===== src/rtl/byte_decode_stream.sv =====
// Streaming ByteDecode_d: unpacks LSB-first packed bytes into 256 D-bit
// coefficients, one coefficient per output handshake, reduced mod Q when D==12.
module byte_decode_stream #(
  parameter int D        = 12,
  parameter int BYTE_LEN = 32,
  parameter int Q        = 3329
) (
  input  logic        clk,
  input  logic        rst,
  input  logic        start,
  input  logic [7:0]  in_byte,
  input  logic        in_valid,
  output logic        in_ready,
  output logic [15:0] out_coef,
  output logic        out_valid,
  input  logic        out_ready,
  output logic        busy,
  output logic        done
);

  localparam int BUF_W       = D + 7;
  localparam int TOTAL_BYTES = BYTE_LEN * D;
  localparam int NUM_COEF    = BYTE_LEN * 8;
  localparam int BCW         = $clog2(BUF_W + 1);
  localparam int BYW         = $clog2(TOTAL_BYTES + 1);
  localparam int CCW         = $clog2(NUM_COEF + 1);

  typedef enum logic [1:0] {S_IDLE, S_RUN, S_FINISH} state_t;

  state_t           r_state;
  logic [BUF_W-1:0] r_buf;
  logic [BCW-1:0]   r_bit_cnt;
  logic [BYW-1:0]   r_byte_cnt;
  logic [CCW-1:0]   r_coef_cnt;
  logic [15:0]      r_out_coef;
  logic             r_out_valid;
  logic             r_busy;
  logic             r_done;

  logic             w_in_ready;
  logic             w_byte_hs;
  logic             w_extract;
  logic             w_out_hs;
  logic             w_last_coef;
  logic [BUF_W-1:0] w_byte_ext;
  logic [15:0]      w_raw16;
  logic [15:0]      w_coef;

  // Accepting a byte only while fewer than D bits are held keeps the buffer
  // from overflowing and makes accept/extract mutually exclusive.
  assign w_in_ready  = (r_state == S_RUN) && (r_bit_cnt < BCW'(D)) &&
                       (r_byte_cnt < BYW'(TOTAL_BYTES));
  assign w_byte_hs   = in_valid && w_in_ready;
  assign w_extract   = (r_state == S_RUN) && (r_bit_cnt >= BCW'(D)) &&
                       (!r_out_valid || out_ready);
  assign w_out_hs    = r_out_valid && out_ready;
  assign w_last_coef = (r_coef_cnt == CCW'(NUM_COEF - 1));
  assign w_byte_ext  = BUF_W'(in_byte) << r_bit_cnt;
  assign w_raw16     = 16'(r_buf[D-1:0]);

  // raw < 4096 < 2Q, so a single conditional subtraction fully reduces it.
  generate
    if (D == 12) begin : g_reduce
      assign w_coef = (w_raw16 >= 16'(Q)) ? (w_raw16 - 16'(Q)) : w_raw16;
    end else begin : g_pass
      assign w_coef = w_raw16;
    end
  endgenerate

  always_ff @(posedge clk) begin
    if (rst) begin
      r_state     <= S_IDLE;
      r_buf       <= '0;
      r_bit_cnt   <= '0;
      r_byte_cnt  <= '0;
      r_coef_cnt  <= '0;
      r_out_coef  <= '0;
      r_out_valid <= 1'b0;
      r_busy      <= 1'b0;
      r_done      <= 1'b0;
    end else begin
      case (r_state)
        S_IDLE: begin
          r_done <= 1'b0;
          if (start) begin
            r_state     <= S_RUN;
            r_busy      <= 1'b1;
            r_buf       <= '0;
            r_bit_cnt   <= '0;
            r_byte_cnt  <= '0;
            r_coef_cnt  <= '0;
            r_out_valid <= 1'b0;
          end
        end
        S_RUN: begin
          if (w_byte_hs) begin
            r_buf      <= r_buf | w_byte_ext;
            r_bit_cnt  <= r_bit_cnt + BCW'(8);
            r_byte_cnt <= r_byte_cnt + BYW'(1);
          end else if (w_extract) begin
            r_buf      <= r_buf >> D;
            r_bit_cnt  <= r_bit_cnt - BCW'(D);
            r_out_coef <= w_coef;
          end
          if (w_extract) begin
            r_out_valid <= 1'b1;
          end else if (w_out_hs) begin
            r_out_valid <= 1'b0;
          end
          if (w_out_hs) begin
            r_coef_cnt <= r_coef_cnt + CCW'(1);
            if (w_last_coef) begin
              r_state <= S_FINISH;
              r_busy  <= 1'b0;
              r_done  <= 1'b1;
            end
          end
        end
        S_FINISH: begin
          r_done  <= 1'b0;
          r_state <= S_IDLE;
        end
        default: begin
          r_state <= S_IDLE;
          r_busy  <= 1'b0;
          r_done  <= 1'b0;
        end
      endcase
    end
  end

  assign in_ready  = w_in_ready;
  assign out_coef  = r_out_coef;
  assign out_valid = r_out_valid;
  assign busy      = r_busy;
  assign done      = r_done;

endmodule


===== config.mk =====
export PLATFORM = sky130hd
export DESIGN_NAME = byte_decode_stream
export DESIGN_NICKNAME = d
export VERILOG_FILES = /design/src/rtl/byte_decode_stream.sv
export SDC_FILE = /design/constraint.sdc
export NUM_CORES = 1
export LEC_CHECK = 0
export BUFFER_PORTS_ARGS = -buffer_cell sky130_fd_sc_hd__buf_2
export CAP_MARGIN = 25
export CORE_MARGIN = 4
export CORE_UTILIZATION = 50
export CTS_BUF_LIST = sky130_fd_sc_hd__clkbuf_4 sky130_fd_sc_hd__clkbuf_8
export DETAILED_ROUTE_END_ITERATION = 16
export HOLD_SLACK_MARGIN = 0.05
export MAX_ROUTING_LAYER = met4
export PLACE_DENSITY_LB_ADDON = 0.12
export SETUP_SLACK_MARGIN = 0.2
export SYNTH_ARGS = -nofsm -noshare
export SYNTH_HDL_FRONTEND = slang
export SYNTH_SLANG_ARGS = --single-unit

===== constraint.sdc =====
create_clock -name clk -period 5.2 [get_ports clk]
set_clock_uncertainty 0.2 [all_clocks]
set_input_delay 0.52 -clock clk [delete_from_list [all_inputs] [get_ports clk]]
set_output_delay 0.52 -clock clk [all_outputs]
set_load 0.03 [all_outputs]

==> out/qor.json, run 1 <==
{
  "run_status": {"value": "finished clean"},
  "synth_enable_flop_cells": {"value": 0},
  "number_of_antenna_violations_at_the_first_check_in_global_routing": {"value": 0},
  "min_path_type": {"value": "reg2reg"},
  "grt_start_max_net_pins": {"value": 30},
  "cap_viol_max_count": {"value": 0},
  "grt_use_total": {"value": 20.9, "unit": "%"},
  "dp_slack": {"value": 2.18, "unit": "ns"},
  "wl_per_cell": {"value": 14.5, "unit": "microns"},
  "nNetsFinal": {"value": 389},
  "synth.top_cells.by_area": {"value": "sky130_fd_sc_hd__dfxtp_1, sky130_fd_sc_hd__nor2_1, sky130_fd_sc_hd__a21oi_1"},
  "synthDistinctLibCells": {"value": 57},
  "worst-path-buf-inv": {"value": 1},
  "numPortBuffers": {"value": 32},
  "timing.setup.tns": {"value": 0, "unit": "ns"},
  "fp.coreArea": {"value": 5540, "unit": "sq um"},
  "postSynthAreaPerCell": {"value": 8.35, "unit": "sq um"},
  "vias": {"value": 2584},
  "timing_max_transition_violations_final": {"value": 0},
  "vdd_drop_max": {"value": 0.171, "unit": "mV"},
  "internal_power": {"value": 0.000711, "unit": "W"},
  "die_h": {"value": 83.7, "unit": "microns"},
  "ff2ff_setup_slack": {"value": 2.13, "unit": "ns"},
  "reg2reg_depth": {"value": 7},
  "tritoncts": {"value": "built"},
  "post-synth-top-area-fraction": {"value": 40.6, "unit": "%"},
  "worst_path_max_delay_cell": {"value": "sky130_fd_sc_hd__nand2b_1"},
  "yosysTopAreaCell": {"value": "sky130_fd_sc_hd__dfxtp_1"},
  "timing.final.ws_setup": {"value": 2.13, "unit": "ns"},
  "timing.critical_path.arrival": {"value": 3.12, "unit": "ns"},
  "smallest_hold_slack": {"value": 0.257, "unit": "ns"},
  "synth.cells.most_frequent": {"value": "sky130_fd_sc_hd__dfxtp_1, sky130_fd_sc_hd__nor2_1, sky130_fd_sc_hd__a21oi_1"},
  "finalHoldViolations": {"value": 0},
  "p_clk_share": {"value": 40.9, "unit": "%"},
  "layout-area-overhead-vs-synth": {"value": 12.7, "unit": "%"},
  "floorplan.die.width": {"value": 83.7, "unit": "microns"},
  "report.final.setup_viol": {"value": 0},
  "grt_pass1_vias": {"value": 2428},
  "synth_warnings": {"value": 0},
  "fraction_of_the_yosys_area_taken_by_sequential_cells": {"value": 40.6, "unit": "%"},
  "clk_latency": {"value": 0.34, "unit": "ns"},
  "grt_setup_unrepaired": {"value": "false"},
  "hpwl_reported_at_the_end_of_detailed_placement": {"value": 4670, "unit": "microns"},
  "regToRegStartpoint": {"value": "r_bit_cnt[4]"},
  "max_freq": {"value": 0.326, "unit": "GHz"},
  "initial_standard_cell_utilization_of_the_core": {"value": 51.7, "unit": "%"},
  "final.fill_count": {"value": 554},
  "synth_most_common_cell": {"value": "sky130_fd_sc_hd__dfxtp_1"},
  "path_delay_family": {"value": "simple AND/OR/NAND/NOR gates"},
  "dominantRegCellSynth": {"value": "sky130_fd_sc_hd__dfxtp_1"},
  "first_pass_grt_wire_length": {"value": 11700, "unit": "microns"},
  "drt_first_pass_iters": {"value": 4},
  "top_level_i_o_count": {"value": 33},
  "cts_resized": {"value": 0},
  "share_seq_of_total_power": {"value": 49.0, "unit": "%"},
  "clk_pin_slew_worst_paths": {"value": 0.06, "unit": "ns"},
  "place_congestion": {"value": 0.860},
  "cts.sinks": {"value": 58},
  "holdBufCountCts": {"value": 0},
  "path_cells": {"value": "clkinv_1 -> ha_1 -> a21o_1 -> or3_1 -> o21ai_1 -> nand2b_1 -> a22oi_1"},
  "hold_path_depth": {"value": 2},
  "synth_fp_nets": {"value": 364},
  "hold_path_startpoint": {"value": "out_coef[6]"},
  "worstSetupPathType": {"value": "reg2reg"},
  "synth.ff_latch_count": {"value": 58},
  "max-clock-path-buffers": {"value": 2},
  "netSwitchingPower": {"value": 0.000247, "unit": "W"},
  "drt-initial-drc-count": {"value": 166},
  "max_stage_delay": {"value": 0.51, "unit": "ns"},
  "end_kind": {"value": "flop"},
  "ctsHtreeMaxLevel": {"value": 3},
  "worst_setup_path_start_kind": {"value": "flop"},
  "ant_nets": {"value": 0},
  "r2r_end": {"value": "r_buf[3]"},
  "comb_power_share": {"value": 10.1, "unit": "%"},
  "slew-limit-headroom": {"value": 41.3, "unit": "%"},
  "max_slew.worst_pin.slew": {"value": 0.872, "unit": "ns"},
  "final_min_period_over_clock_period": {"value": 59.0, "unit": "%"},
  "crit_path_max_fanout": {"value": 19},
  "total_clock_buffers_created_by_cts": {"value": 9},
  "netlist_instances": {"value": 343},
  "antenna-diode-count": {"value": 0},
  "power_density": {"value": 297, "unit": "nW/um^2"},
  "power_switching_share": {"value": 25.8, "unit": "%"},
  "mapped_area": {"value": 2860, "unit": "sq um"},
  "total_leakage_power": {"value": 1.27, "unit": "nW"},
  "ff_latch_area": {"value": 1160, "unit": "sq um"},
  "post_cts.repair.setup_buffers": {"value": 0},
  "drive_above_1_share": {"value": 16.4, "unit": "%"},
  "async_reset_ff_share": {"value": 0, "unit": "%"},
  "finalWirelength": {"value": 6460, "unit": "microns"},
  "multi_input_comb_area": {"value": 1590, "unit": "sq um"},
  "critical_path_required": {"value": 5.25, "unit": "ns"},
  "die_area": {"value": 7000, "unit": "sq um"},
  "drc": {"value": 0},
  "clock_root_buffer": {"value": "sky130_fd_sc_hd__clkbuf_8"},
  "terminating_pin_of_the_worst_hold_path": {"value": "out_coef[6]"},
  "placementRows": {"value": 27},
  "via_per_inst": {"value": 5.81},
  "grt_remaining_overflow": {"value": 0},
  "final_period_minus_worst_setup_slack": {"value": 3.07, "unit": "ns"}
}
## power groups by stage
stage | Clock, W | Sequential [W] | Combinational, W
6_report | 0.000392 | 0.000470 | 0.0000966
5_1_grt | 0.000420 | 0.000471 | 0.000109
4_1_cts | 0.000403 | 0.000469 | 0.0000961
3_5_place_dp | 0 | 0.000479 | 0.0000955
3_3_place_gp | 0 | 0.000479 | 0.0000941
2_1_floorplan | 0 | 0.000475 | 0.0000717
## cell type report
type / count / area share [%]
inverters: 6 / 0.698
flip-flops and latches: 58 / 36.0
clock buffers: 14 / 5.58
multi-input cells: 260 / 49.3
clock inverters: 2 / 0.310
well taps: 72 / 2.79
repair buffers: 33 / 5.31
## metrics by stage
stage          util [%]  instance area, sq um  total power, W  instances
2_1_floorplan         -                  2860        0.000547        343
3_3_place_gp       54.6                  3030        0.000573        428
3_5_place_dp       54.6                  3030        0.000575        428
4_1_cts            58.0                  3220        0.000969        444
5_1_grt            58.2                  3230         0.00100        445
6_report           58.2                  3230        0.000958        445
## flip-flops by register name (all words and copies together) (netlist names)
signal / flops
out_coef: 13
r_state: 2
r_byte_cnt: 9
r_coef_cnt: 9
done: 1
r_bit_cnt: 3
r_buf: 19
out_valid: 1
busy: 1
## logic make-up (layout without fill, tap and decap cells)
logic type                 Yosys count  in the layout  synth area share (%)
and+or+nand+nor                    142            142                  24.4
AOI/OAI and AO/OA                   86             86                  20.1
DFF                                 58             58                  40.6
buffers and inverters               25             55                  3.85
xor gates and xnor gates            19             19                  5.81
adders and majority gates            8              8                  3.50
muxes                                5              5                  1.79
## worst max path at each step
stage | start | endpoint | slack (ns) | cells after the start
3_5_place_dp | r_bit_cnt[4] | r_buf[3] | 2.18 | 7
5_1_grt | r_bit_cnt[4] | r_buf[2] | 1.74 | 7
3_3_place_gp | r_bit_cnt[4] | r_buf[2] | 2.29 | 7
4_1_cts | r_bit_cnt[4] | r_buf[3] | 2.17 | 7
2_1_floorplan | r_bit_cnt[4] | in_ready | 2.65 | 4
6_report | r_bit_cnt[4] | r_buf[3] | 2.13 | 7
## layer usage
layer	vias up	wire (microns)	track usage, %
li1	1289	-	-
met1	1213	3230	28.9
met2	68	2730	29.4
met3	14	364	5.03
met4	0	140	8.19
met5	-	0	-
## cells in the final DEF, fill, tap and decap left out, types with 9 or more instances in the layout
cell type,n
sky130_fd_sc_hd__nand2_1,24
sky130_fd_sc_hd__clkbuf_8,12
sky130_fd_sc_hd__a211oi_1,9
sky130_fd_sc_hd__nand3_1,13
sky130_fd_sc_hd__nor2_1,54
sky130_fd_sc_hd__buf_2,32
sky130_fd_sc_hd__dfxtp_1,58
sky130_fd_sc_hd__a21oi_1,27
sky130_fd_sc_hd__xor2_1,10
sky130_fd_sc_hd__xnor2_1,9
## worst reg2reg max path: stages, from the launching register on
cell and delay, ns:
sky130_fd_sc_hd__dfxtp_1 0.42, sky130_fd_sc_hd__clkinv_1 0.28, sky130_fd_sc_hd__ha_1 0.28, sky130_fd_sc_hd__a21o_1 0.23, sky130_fd_sc_hd__or3_1 0.46, sky130_fd_sc_hd__o21ai_1 0.30, sky130_fd_sc_hd__nand2b_1 0.51, sky130_fd_sc_hd__a22oi_1 0.30
(Power assumes the default switching activity.)
==> inputs of run 2 (changes only) <==
- ABC_AREA: unset -> 1
- clock period: 5.2 -> 2.96 ns (I/O delays scaled with it)
==> run 2 against run 1 <==
Against the previous run: fmax is 45% higher; sequential power is 80% higher; worst hold slack worse by 0.16 ns; area after synthesis is 20% higher; largest power group unchanged.
==> out/qor.json, run 2 <==
{
  "min_path_type": {"value": "in2reg"},
  "largest_register_ffs": {"value": 19},
  "drt_first_pass_iters": {"value": 5},
  "grt_remaining_overflow": {"value": 0},
  "placementRows": {"value": 29},
  "slew-limit-headroom": {"value": 65.3, "unit": "%"},
  "final.fill_count": {"value": 648},
  "synth.top_cells.by_area": {"value": "sky130_fd_sc_hd__dfxtp_1, sky130_fd_sc_hd__nand2_1, sky130_fd_sc_hd__nor2_1"},
  "grt_setup_unrepaired": {"value": "false"},
  "die_h": {"value": 90.9, "unit": "microns"},
  "fraction_of_the_yosys_area_taken_by_sequential_cells": {"value": 33.8, "unit": "%"},
  "mapped_area": {"value": 3440, "unit": "sq um"},
  "initial_standard_cell_utilization_of_the_core": {"value": 52.9, "unit": "%"},
  "synth_most_common_cell": {"value": "sky130_fd_sc_hd__nand2_1"},
  "run_status": {"value": "finished clean"},
  "holdBufCountCts": {"value": 0},
  "report.final.setup_viol": {"value": 0},
  "max-clock-path-buffers": {"value": 2},
  "place_congestion": {"value": 0.956},
  "timing.setup.tns": {"value": 0, "unit": "ns"},
  "via_per_inst": {"value": 5.16},
  "post-synth-top-area-fraction": {"value": 33.8, "unit": "%"},
  "grt_use_total": {"value": 21.1, "unit": "%"},
  "cts_resized": {"value": 0},
  "numPortBuffers": {"value": 32},
  "drive_above_1_share": {"value": 14.2, "unit": "%"},
  "cts.sinks": {"value": 58},
  "clk_pin_slew_worst_paths": {"value": 0.07, "unit": "ns"},
  "crit_path_max_fanout": {"value": 21},
  "antenna-diode-count": {"value": 0},
  "synth_simple_gate_area_share": {"value": 38.3, "unit": "%"},
  "hpwl_reported_at_the_end_of_detailed_placement": {"value": 5730, "unit": "microns"},
  "synthDistinctLibCells": {"value": 35},
  "worstSetupPathType": {"value": "reg2reg"},
  "grt_pass1_vias": {"value": 3025},
  "number_of_antenna_violations_at_the_first_check_in_global_routing": {"value": 0},
  "postSynthAreaPerCell": {"value": 6.37, "unit": "sq um"},
  "layout_commonest_cell": {"value": "sky130_fd_sc_hd__nand2_1"},
  "post_cts.repair.setup_buffers": {"value": 0},
  "finalHoldViolations": {"value": 0},
  "fp.coreArea": {"value": 6490, "unit": "sq um"},
  "smallest_hold_slack": {"value": 0.101, "unit": "ns"},
  "timing_max_transition_violations_final": {"value": 0},
  "cap_viol_max_count": {"value": 0},
  "floorplan.die.width": {"value": 90.9, "unit": "microns"},
  "yosys.area_share.adder": {"value": 2.91, "unit": "%"},
  "ctsHtreeMaxLevel": {"value": 3},
  "synth_enable_flop_cells": {"value": 0},
  "max_freq": {"value": 0.471, "unit": "GHz"},
  "ant_nets": {"value": 0},
  "vias": {"value": 3346},
  "end_kind": {"value": "flop"},
  "synth_warnings": {"value": 0},
  "die_area": {"value": 8260, "unit": "sq um"},
  "drt-initial-drc-count": {"value": 156},
  "final_min_period_over_clock_period": {"value": 71.7, "unit": "%"},
  "drc": {"value": 0},
  "netlist_instances": {"value": 539},
  "clock_root_buffer": {"value": "sky130_fd_sc_hd__clkbuf_8"},
  "critical_path_required": {"value": 3.00, "unit": "ns"},
  "async_reset_ff_share": {"value": 0, "unit": "%"},
  "max_slew.worst_pin.slew": {"value": 0.519, "unit": "ns"},
  "finalWirelength": {"value": 7890, "unit": "microns"},
  "clk_latency": {"value": 0.35, "unit": "ns"},
  "worst_setup_path_start_kind": {"value": "flop"},
  "grt_start_max_net_pins": {"value": 32},
  "top_level_i_o_count": {"value": 33},
  "synth-xor-area-share": {"value": 1.78, "unit": "%"},
  "total_leakage_power": {"value": 1.76, "unit": "nW"},
  "power_density": {"value": 526, "unit": "nW/um^2"},
  "synth.ff_latch_count": {"value": 58},
  "tritoncts": {"value": "built"},
  "layout.cells.most_common_list": {"value": "sky130_fd_sc_hd__nand2_1, sky130_fd_sc_hd__nor2_1, sky130_fd_sc_hd__inv_1"},
  "wl_per_cell": {"value": 12.2, "unit": "microns"},
  "synth.cells.most_frequent": {"value": "sky130_fd_sc_hd__nand2_1, sky130_fd_sc_hd__nor2_1, sky130_fd_sc_hd__inv_1"},
  "synth_compound_gate_area_share": {"value": 12.6, "unit": "%"},
  "timing.critical_path.arrival": {"value": 2.16, "unit": "ns"},
  "multiplexer_area_fraction_after_synthesis": {"value": 0, "unit": "%"},
  "nNetsFinal": {"value": 588},
  "dominantRegCellSynth": {"value": "sky130_fd_sc_hd__dfxtp_1"},
  "synth_fp_nets": {"value": 560},
  "synth_top_family_by_area": {"value": "simple AND/OR/NAND/NOR gates"},
  "first_pass_grt_wire_length": {"value": 14100, "unit": "microns"},
  "final_period_minus_worst_setup_slack": {"value": 2.12, "unit": "ns"},
  "total_clock_buffers_created_by_cts": {"value": 9},
  "largest-register": {"value": "r_buf"},
  "yosysTopAreaCell": {"value": "sky130_fd_sc_hd__dfxtp_1"},
  "vdd_drop_max": {"value": 0.237, "unit": "mV"},
  "layout-area-overhead-vs-synth": {"value": 11.0, "unit": "%"}
}
run 2: changes by cell type in the layout (fill, tap and decap cells not counted), sizes merged, moves of 5 or more:
cell,before,now
inv,5,67
xnor2,9,2
and3,10,0
a21oi,28,35
a211oi,9,0
nand4,7,13
nand3,13,41
nor2,54,77
nand2b,7,0
a31oi,8,0
nand2,24,163
xor2,10,5
o21ai,9,38
a22o,7,0
run 2: cell type report:
| type | instances | area [sq um] | area share (%) |
|---|---|---|---|
| Clock inverter | 4 | 50.0 | 1.31 |
| Timing Repair Buffer | 34 | 175 | 4.59 |
| Sequential cell | 58 | 1160 | 30.4 |
| Clock buffer | 12 | 159 | 4.17 |
| Inverter | 68 | 260 | 6.82 |
| Multi-Input combinational cell | 396 | 1910 | 50.1 |
| Tap cell | 77 | 96.3 | 2.53 |
run 2: worst paths after layout:
kind | start | to | cells after the start | slack, ns
setup reg to reg | r_bit_cnt[4] | r_buf[6] | 12 | 0.84
setup / recovery | r_bit_cnt[4] | r_buf[6] | 12 | 0.84
hold reg to reg | r_coef_cnt[6] | r_coef_cnt[6] | 1 | 0.25
hold / removal | out_ready | r_state[1] | 3 | 0.10
run 2: power breakdown:
group / switching [W] / total, W / internal, W
clock: 0.000328 / 0.000771 / 0.000442
combinational: 0.000266 / 0.000390 / 0.000124
sequential: 0.0000321 / 0.000847 / 0.000815
run 2: cell families after synthesis:
family	count (synthesis)
XOR/XNOR	7
flip-flops	58
buffers and inverters	85
AND/OR/NAND/NOR	302
adder cells (fa/ha/maj)	8
AO/OA/AOI/OAI	79
run 2: stage by stage:
stage               util, %  std cells  total power (W)  worst slack [ns]  instance area, sq um
finish                 58.7        649          0.00201             0.838                  3810
floorplan                 -        539          0.00117              1.14                  3440
detailed placement     55.5        633          0.00125             0.843                  3610
global route           58.7        649          0.00213             0.614                  3810
global placement       55.5        633          0.00125             0.912                  3610
CTS                    58.7        649          0.00202             0.825                  3810
run 2: worst max-delay path, stage by stage (launching register included):
cell                      delay, ns
sky130_fd_sc_hd__dfxtp_1       0.42
sky130_fd_sc_hd__inv_2         0.11
sky130_fd_sc_hd__ha_1          0.19
sky130_fd_sc_hd__nand2_1       0.10
sky130_fd_sc_hd__nand2_4       0.08
sky130_fd_sc_hd__inv_2         0.07
sky130_fd_sc_hd__nand3_4       0.18
sky130_fd_sc_hd__inv_2         0.30
sky130_fd_sc_hd__nand2_1       0.10
sky130_fd_sc_hd__nand3_1       0.10
sky130_fd_sc_hd__nand2_1       0.06
sky130_fd_sc_hd__nand2_1       0.05
sky130_fd_sc_hd__nor2_1        0.05
run 2: layer usage:
metal  share of wire (%)  global-route usage (%)
met3                 4.2                    3.33
met5                   0                       -
met1                  52                    29.4
met2                  42                    30.4
met4                 2.1                    8.17
==> inputs of run 3 (changes only) <==
- ABC_AREA: 1 -> 0
- clock period: 2.96 -> 2 ns (I/O delays scaled with it)
==> run 3 against run 2 <==
Against the previous run: the flow now finishes with violations (setup timing); first-iteration DRC count grew 22%; via count shrank 15%; design area grew 12%; clock-buffer cell count is the same; worst hold slack lost 0.026 ns; sequential share of layout area shrank 3.0 points; register-to-register slack lost 1.1 ns; cell count shrank 22%; total power grew 43%; critical path depth shrank 7; sequential cell count is the same; critical path type unchanged; highest routed layer unchanged.
==> out/qor.json, run 3 (synthesis gave the netlist of run 1 again) <==
{
  "design_power_total": {"value": 0.00286, "unit": "W"},
  "drive_above_1_share": {"value": 44.9, "unit": "%"},
  "final_period_minus_worst_setup_slack": {"value": 2.22, "unit": "ns"},
  "worst_setup_path_start_kind": {"value": "flop"},
  "grt-busiest-layer": {"value": "met2"},
  "min_path_type": {"value": "in2reg"},
  "layout.cells.most_common_list": {"value": "sky130_fd_sc_hd__dfxtp_1, sky130_fd_sc_hd__nor2_1, sky130_fd_sc_hd__buf_4"},
  "grt_setup_unrepaired": {"value": "true"},
  "vdd_drop_max": {"value": 0.463, "unit": "mV"},
  "r2r_end": {"value": "out_coef[4]"},
  "grt_use_total": {"value": 23.4, "unit": "%"},
  "groute.layer.met2.usage": {"value": 35.9, "unit": "%"},
  "hold_path_startpoint": {"value": "in_byte[3]"},
  "grt_start_max_net_pins": {"value": 20},
  "total_leakage_power": {"value": 1.64, "unit": "nW"},
  "die_area": {"value": 7000, "unit": "sq um"},
  "drt-initial-drc-count": {"value": 191},
  "power_density": {"value": 668, "unit": "nW/um^2"},
  "timing.critical_path.arrival": {"value": 2.27, "unit": "ns"},
  "violations": {"value": "setup timing"},
  "clk_latency": {"value": 0.34, "unit": "ns"},
  "terminating_pin_of_the_worst_hold_path": {"value": "r_buf[3]"},
  "largest-register": {"value": "r_buf"},
  "report.final.setup_viol": {"value": 31},
  "place_congestion": {"value": 0.941},
  "layout_commonest_cell": {"value": "sky130_fd_sc_hd__dfxtp_1"},
  "clock_root_buffer": {"value": "sky130_fd_sc_hd__clkbuf_8"},
  "hold_path_depth": {"value": 3},
  "ff2ff_setup_slack": {"value": -0.22, "unit": "ns"},
  "drc": {"value": 0},
  "clk_pin_slew_worst_paths": {"value": 0.07, "unit": "ns"},
  "via_per_inst": {"value": 5.67},
  "crit_path_max_fanout": {"value": 7},
  "placementRows": {"value": 27},
  "initial_standard_cell_utilization_of_the_core": {"value": 51.7, "unit": "%"},
  "ctsHtreeMaxLevel": {"value": 3},
  "total_clock_buffers_created_by_cts": {"value": 9},
  "tritoncts": {"value": "built"},
  "drt_first_pass_iters": {"value": 4},
  "timing.critical_path.mode_cell": {"value": "sky130_fd_sc_hd__or4_4"},
  "first_pass_grt_wire_length": {"value": 13000, "unit": "microns"},
  "final_min_period_over_clock_period": {"value": 111, "unit": "%"},
  "floorplan.die.width": {"value": 83.7, "unit": "microns"},
  "run_status": {"value": "finished, violations left"},
  "end_kind": {"value": "flop"},
  "nNetsFinal": {"value": 448},
  "timing_max_transition_violations_final": {"value": 0},
  "timing.final.ws_setup": {"value": -0.219, "unit": "ns"},
  "max_slew.worst_pin.slew": {"value": 0.538, "unit": "ns"},
  "met3_usage": {"value": 6.22, "unit": "%"},
  "grt_pass1_vias": {"value": 2771},
  "finalHoldViolations": {"value": 0},
  "hpwl_reported_at_the_end_of_detailed_placement": {"value": 5120, "unit": "microns"},
  "slew-limit-headroom": {"value": 63.8, "unit": "%"},
  "gr-usage-met1": {"value": 29.1, "unit": "%"},
  "antenna-diode-count": {"value": 0},
  "finalWirelength": {"value": 7910, "unit": "microns"},
  "dp_slack": {"value": -0.203, "unit": "ns"},
  "worst_path_max_delay_cell": {"value": "sky130_fd_sc_hd__or4_4"},
  "top_level_i_o_count": {"value": 33},
  "worstSetupPathType": {"value": "reg2reg"},
  "max_stage_delay": {"value": 0.55, "unit": "ns"},
  "max-clock-path-buffers": {"value": 2},
  "critical_path_required": {"value": 2.05, "unit": "ns"},
  "vias": {"value": 2856},
  "reg2reg_depth": {"value": 5},
  "number_of_antenna_violations_at_the_first_check_in_global_routing": {"value": 0},
  "cap_viol_max_count": {"value": 0},
  "smallest_hold_slack": {"value": 0.0748, "unit": "ns"},
  "path_cells": {"value": "or4_4 -> or4_4 -> and3_4 -> xnor2_2 -> a211oi_2"},
  "cts.sinks": {"value": 58},
  "largest_register_ffs": {"value": 19},
  "grt_remaining_overflow": {"value": 0},
  "numPortBuffers": {"value": 32},
  "wl_per_cell": {"value": 15.7, "unit": "microns"},
  "fp.coreArea": {"value": 5540, "unit": "sq um"},
  "die_h": {"value": 83.7, "unit": "microns"},
  "layout-area-overhead-vs-synth": {"value": 49.7, "unit": "%"},
  "max_freq": {"value": 0.451, "unit": "GHz"},
  "ant_nets": {"value": 0},
  "regToRegStartpoint": {"value": "r_buf[5]"}
}
[run 3: changes by cell type in the layout (fill, tap and decap cells not counted), sizes merged, moves of 10 or more]
cell   change
nor2      -23
nand2    -139
buf       +54
o21ai     -29
and3      +10
nand3     -28
inv       -62
[run 3: cell type report]
class                           count  area, sq um
Multi-Input combinational cell    260         2040
Fill cell                         360         1260
Sequential cell                    58         1180
Timing Repair Buffer               92          748
Clock buffer                       12          153
Tap cell                           72         90.1
Clock inverter                      4         51.3
Inverter                            6         27.5
[run 3: report_power, final]
part	internal [W]	switching, W
Combinational	0.000262	0.000280
Clock	0.000637	0.000482
Sequential	0.00118	0.0000219
[run 3: metal layers]
layer	vias up	routed length [microns]
li1	1403	-
met1	1363	3570
met2	69	3740
met3	21	410
met4	0	192
met5	-	0
[run 3: what timing repair did]
| action | in CTS | in global routing |
|---|---|---|
| resized for setup | 66 | 31 |
| hold buffers | 4 | 0 |
| hold endpoints to repair | 8 | 0 |
| setup endpoints to repair | 43 | 49 |
| buffers inserted | 9 | 2 |
| cloned | 2 | 0 |
| pin swaps | 29 | 20 |
[run 3: worst max-delay path by stage]
stage	from	to	slack (ns)	cells past startpoint
after floorplan	r_buf[3]	out_coef[8]	-0.13	5
after global placement	r_buf[1]	out_coef[8]	-0.15	5
after detailed placement	r_buf[1]	out_coef[4]	-0.20	5
after CTS	r_buf[5]	out_coef[4]	-0.21	5
after global routing	r_buf[5]	out_coef[8]	-0.28	5
final	r_buf[5]	out_coef[4]	-0.22	5
[run 3: metrics by stage]
| stage | area [sq um] | TNS, ns | util (%) | cells |
|---|---|---|---|---|
| after global routing | 4280 | -4.90 | 77.3 | 504 |
| after detailed placement | 3520 | -1.67 | 63.6 | 471 |
| after CTS | 4150 | -2.15 | 74.9 | 502 |
| final | 4280 | -2.86 | 77.3 | 504 |
| after global placement | 3520 | -1.07 | 63.6 | 471 |
| after floorplan | 3050 | -0.621 | - | 343 |
[run 3: worst max-delay path, delay by kind of cell (launching register included)]
kind | cells | cell delay, ns
AOI/OAI and AO/OA | 1 | 0.22
xor gates and xnor gates | 1 | 0.13
DFF | 1 | 0.32
and+or+nand+nor | 3 | 1.27
